==> src/rtl/axi_arbiter_r_rr.sv <==
// Round-robin read-channel arbiter: grants one master from AR request through
// its final R beat, checks burst length against RLAST, optional stall timeout.
module axi_arbiter_r_rr #(
  parameter int unsigned NUM_MASTERS    = 4,
  parameter int unsigned TIMEOUT_CYCLES = 0,
  parameter int unsigned TOW            = 16,
  localparam int unsigned IDW           = $clog2(NUM_MASTERS)
) (
  input  logic                   ACLK,
  input  logic                   ARESET,
  input  logic [NUM_MASTERS-1:0] m_arvalid,
  input  logic [NUM_MASTERS-1:0] m_rready,
  input  logic                   s_arready,
  input  logic [7:0]             s_arlen,
  input  logic                   s_rvalid,
  input  logic                   s_rlast,
  input  logic                   len_err_clr,
  output logic [NUM_MASTERS-1:0] m_rgrnt,
  output logic [IDW-1:0]         grant_id,
  output logic                   busy,
  output logic                   len_err,
  output logic                   timeout
);

  typedef enum logic [1:0] {S_IDLE, S_ADDR, S_DATA} state_t;

  state_t                 r_state, w_state_nxt;
  logic [IDW-1:0]         r_ptr, w_ptr_nxt;
  logic [IDW-1:0]         r_grant_id, w_grant_id_nxt;
  logic [NUM_MASTERS-1:0] r_rgrnt, w_rgrnt_nxt;
  logic                   r_busy, w_busy_nxt;
  logic                   r_len_err, w_len_err_nxt;
  logic                   r_timeout, w_timeout_nxt;
  logic [7:0]             r_beat_cnt, w_beat_cnt_nxt;
  logic [TOW-1:0]         r_tcnt, w_tcnt_nxt;

  logic                   w_found;
  logic [IDW-1:0]         w_win;
  logic                   w_beat;
  logic                   w_exp_last;

  function automatic logic [IDW-1:0] wrap_add(input logic [IDW-1:0] a,
                                               input int unsigned b);
    int unsigned s;
    s = 32'(a) + b;
    return IDW'(s % NUM_MASTERS);
  endfunction

  // First requester at or after the round-robin pointer, wrapping.
  always_comb begin
    w_found = 1'b0;
    w_win   = '0;
    for (int unsigned i = 0; i < NUM_MASTERS; i++) begin
      if (!w_found && m_arvalid[wrap_add(r_ptr, i)]) begin
        w_found = 1'b1;
        w_win   = wrap_add(r_ptr, i);
      end
    end
  end

  assign w_beat     = s_rvalid && m_rready[r_grant_id];
  assign w_exp_last = (r_beat_cnt == 8'd0);

  always_comb begin
    w_state_nxt    = r_state;
    w_ptr_nxt      = r_ptr;
    w_grant_id_nxt = r_grant_id;
    w_rgrnt_nxt    = r_rgrnt;
    w_busy_nxt     = r_busy;
    w_beat_cnt_nxt = r_beat_cnt;
    w_tcnt_nxt     = r_tcnt;
    w_timeout_nxt  = 1'b0;
    w_len_err_nxt  = r_len_err && !len_err_clr;
    case (r_state)
      S_IDLE: begin
        if (w_found) begin
          w_grant_id_nxt = w_win;
          w_rgrnt_nxt    = NUM_MASTERS'(1) << w_win;
          w_busy_nxt     = 1'b1;
          w_state_nxt    = S_ADDR;
        end
      end
      S_ADDR: begin
        if (m_arvalid[r_grant_id] && s_arready) begin
          w_beat_cnt_nxt = s_arlen;
          w_tcnt_nxt     = '0;
          w_state_nxt    = S_DATA;
        end
      end
      S_DATA: begin
        if (w_beat) begin
          w_beat_cnt_nxt = w_exp_last ? 8'd0 : r_beat_cnt - 8'd1;
          w_tcnt_nxt     = '0;
          // A new error takes precedence over a simultaneous clear.
          if (s_rlast != w_exp_last) w_len_err_nxt = 1'b1;
          if (s_rlast) begin
            w_state_nxt = S_IDLE;
            w_ptr_nxt   = wrap_add(r_grant_id, 1);
            w_rgrnt_nxt = '0;
            w_busy_nxt  = 1'b0;
          end
        end else if (TIMEOUT_CYCLES != 0) begin
          if (r_tcnt == TOW'(TIMEOUT_CYCLES - 1)) begin
            w_timeout_nxt = 1'b1;
            w_state_nxt   = S_IDLE;
            w_ptr_nxt     = wrap_add(r_grant_id, 1);
            w_rgrnt_nxt   = '0;
            w_busy_nxt    = 1'b0;
          end else begin
            w_tcnt_nxt = r_tcnt + TOW'(1);
          end
        end
      end
      default: w_state_nxt = S_IDLE;
    endcase
  end

  always_ff @(posedge ACLK or posedge ARESET) begin
    if (ARESET) begin
      r_state    <= S_IDLE;
      r_ptr      <= '0;
      r_grant_id <= '0;
      r_rgrnt    <= '0;
      r_busy     <= 1'b0;
      r_len_err  <= 1'b0;
      r_timeout  <= 1'b0;
      r_beat_cnt <= 8'd0;
      r_tcnt     <= '0;
    end else begin
      r_state    <= w_state_nxt;
      r_ptr      <= w_ptr_nxt;
      r_grant_id <= w_grant_id_nxt;
      r_rgrnt    <= w_rgrnt_nxt;
      r_busy     <= w_busy_nxt;
      r_len_err  <= w_len_err_nxt;
      r_timeout  <= w_timeout_nxt;
      r_beat_cnt <= w_beat_cnt_nxt;
      r_tcnt     <= w_tcnt_nxt;
    end
  end

  assign m_rgrnt  = r_rgrnt;
  assign grant_id = r_grant_id;
  assign busy     = r_busy;
  assign len_err  = r_len_err;
  assign timeout  = r_timeout;

endmodule

==> config.mk <==
export PLATFORM = sky130hd
export DESIGN_NAME = axi_arbiter_r_rr
export DESIGN_NICKNAME = d
export VERILOG_FILES = /design/src/rtl/axi_arbiter_r_rr.sv
export SDC_FILE = /design/constraint.sdc
export NUM_CORES = 1
export LEC_CHECK = 0
export BUFFER_PORTS_ARGS = -buffer_cell sky130_fd_sc_hd__buf_4
export CAP_MARGIN = 20
export CORE_MARGIN = 1.5
export CORE_UTILIZATION = 56
export DETAILED_ROUTE_END_ITERATION = 8
export PLACE_DENSITY = 0.88
export RECOVER_POWER = 25
export SLEW_MARGIN = 20
export SYNTH_ARGS = -nofsm -noshare
export SYNTH_HDL_FRONTEND = slang
export SYNTH_SLANG_ARGS = --single-unit
export TNS_END_PERCENT = 10
==> constraint.sdc <==
create_clock -name ACLK -period 3 [get_ports ACLK]
set_input_delay 0.45 -clock ACLK [delete_from_list [all_inputs] [get_ports ACLK]]
set_output_delay 0.45 -clock ACLK [all_outputs]
set_load 0.005 [all_outputs]
==> results.yml <==
cts:
  htreeDepth: 1
  insertion_delay_ns: 0.30
  clk_pin_slew_ns: 0.11
  postCtsSetupRepairBufs: 0
  clockRootBuffer: "clkbuf_4"
  cts_buffers: 3
  cts_resized: 0
  cts_sinks: 20
  cts_tree: "yes"
  postCtsHoldBufs: 0
  clock_tree.buffer_depth: 2
cells_and_area:
  postLayoutCoreUtil: 0.738
  layout_commonest_cell: "buf_4"
  drive_above_1_share: 0.271
  fin_nets: 181
  area_delta_synth_final_pct: 21.3
  antenna_cells: 0
  fillers: 145
  multi_input_area_um2: 664
  layout_common_cells: "28 x buf_4, 20 x dfrtp_1, 12 x nand2_1, 10 x inv_1"
  regArea_um2: 500
worst_setup_path:
  timing.rr.end: "r_beat_cnt[2]"
  critPathLaunchType: "register"
  path_max_fanout: 6
  critical_path_class: "reg -> reg"
  rr_worst_depth: 6
  r2r-start: "r_beat_cnt[0]"
  cp-end-kind: "register"
  arrival_ns: 2.20
  required_ns: 3.20
  r2r_slack_ns: 1.00
power_and_ir_drop:
  leakagePower_nw: 0.708
  pwr-share-comb: 0.492
  clkPwrFrac: 0.101
  switchingPower_uw: 524
  vdd_ir_drop_max_mv: 0.495
  switching_share: 0.413
  p_int_uw: 746
  seq_power_share: 0.407
  p_per_area_nw_per_um2: 860
floorplan:
  rows: 16
  dieArea_um2: 2460
  ios: 31
  die_y_um: 49.6
  fp.dieW_um: 49.6
  start_util: 0.608
  core_um2: 2000
sta:
  worstMarginPinSlew_ns: 0.782
  drv_slew: 0
  slew_headroom: 0.478
  fin_skew_ns: 0.00116
  worst_slack_ns: 1.00
  fmax_mhz: 500
  hold_viol_final: 0
  min_period_ns: 2.00
  period_share: 0.666
  finalSetupViolations: 0
  rsz0062_at_grt: "false"
  finalSetupTns_ns: 0
synth:
  synth_edf_count: 0
  ys_types: 41
  ys.warnings.count: 0
  async_reset_ff_frac: 1.00
  yosys_most_used_dff: "dfrtp_1"
  ys_seq_elements: 20
  syn-num-nets: 150
  yosysSeqAreaShare: 0.411
  syn_avg_cell_area_um2: 9.66
  netlist_instances: 126
  syn_area_um2: 1220
outcome:
  status: "finished clean"
drt:
  dr.pass1.iters: 5
  vias_per_cell: 6.01
  drc_errors: 0
  routed_wl_mm: 2.76
  detail-route-antenna-nets: 0
  vias: 1093
  drt_iter0_drc: 28
  wl_per_cell_um: 15.2
place:
  dp_slack_ns: 1.02
  place_congestion: 0.890
  numPortBuffers: 29
  hpwl_mm: 2.13
job:
  drv_cap: 0
global_route:
  overflow: 0
  antenna_found_initial: 0
  grt_pass1_vias: 1043
  grtUsageTotal: 0.248
  grt_start_max_net_pins: 21
  grt_pass1_wl_mm: 4.73
min_path:
  min_path_type: "in -> async"
## area by class of cell
cell class,count,share of cell area
clock buffer,3,0.0153
inverter,10,0.0254
multi-input combinational,93,0.450
sequential,20,0.339
tap,27,0.0229
timing repair buffer,29,0.147
## synth_stat cells (3+ instances only)
cell,number,area (um2)
a2bb2oi_1,3,26.3
mux2i_1,4,40.0
nor3_1,4,20.0
nand2b_1,3,18.8
dfrtp_1,20,500
a21oi_1,8,40.0
inv_1,10,37.5
o21ai_0,4,20.0
o2bb2ai_1,7,61.3
nand2_1,12,45.0
nor2_1,8,30.0
a22o_1,5,43.8
## layer usage
metal	routed length [um]	global-route usage	part of all wire
met1	1290	0.354	0.47
met2	1280	0.378	0.46
met3	149	0.0455	0.054
met4	38	0.0880	0.014
met5	0	0	0
## flip-flops by register name (all words and copies together), names as in the netlist
register / flops
r_ptr: 2
grant_id: 2
m_rgrnt: 4
len_err: 1
r_beat_cnt: 8
busy: 1
r_state: 2
## power groups by stage
stage	clock, mW	sequential [mW]	combinational (mW)
floorplan	0	0.483	0.459
global placement	0	0.510	0.596
detailed placement	0	0.522	0.621
CTS	0.129	0.516	0.625
global route	0.139	0.535	0.698
finish	0.128	0.517	0.625
## per-stage QoR
stage / power [mW] / cells / instance area, um2 / hold slack [ns]
4_1_cts: 1.27 / 182 / 1480 / 0.304
3_5_place_dp: 1.14 / 179 / 1450 / 0.481
3_3_place_gp: 1.11 / 179 / 1450 / 0.473
2_1_floorplan: 0.941 / 126 / 1220 / 0.414
5_1_grt: 1.37 / 182 / 1480 / 0.322
6_report: 1.27 / 182 / 1480 / 0.287
## worst max-delay path by stage
stage                             start       endpoint  slack [ns]
after global placement      grant_id[0]       r_ptr[1]        1.11
after detailed placement  r_beat_cnt[0]  r_beat_cnt[2]        1.02
after CTS                 r_beat_cnt[0]  r_beat_cnt[2]        1.01
after global routing      r_beat_cnt[0]  r_beat_cnt[2]        0.89
final                     r_beat_cnt[0]  r_beat_cnt[2]        1.00
after floorplan           r_beat_cnt[0]  r_beat_cnt[3]        1.16
## critical path, cell delays in order, from the launching register on
cell and delay (ns):
dfrtp_1 0.41, inv_1 0.10, ha_1 0.14, or4b_4 0.48
o21ai_1 0.37, o21ai_1 0.14, a22o_1 0.25
## cells by family (layout without fill, tap and decap cells)
logic type,count (synthesis),in the layout,share of synthesized area
AO/OA/AOI/OAI,41,41,0.247
XOR/XNOR,2,2,0.0144
adder cells (fa/ha/maj),2,2,0.0206
buffers and inverters,13,42,0.0432
flip-flops,20,20,0.411
multiplexers,8,8,0.0884
other,1,1,0.00308
AND/OR/NAND/NOR,39,39,0.173
Note: power is estimated with default switching activity, not from simulation.
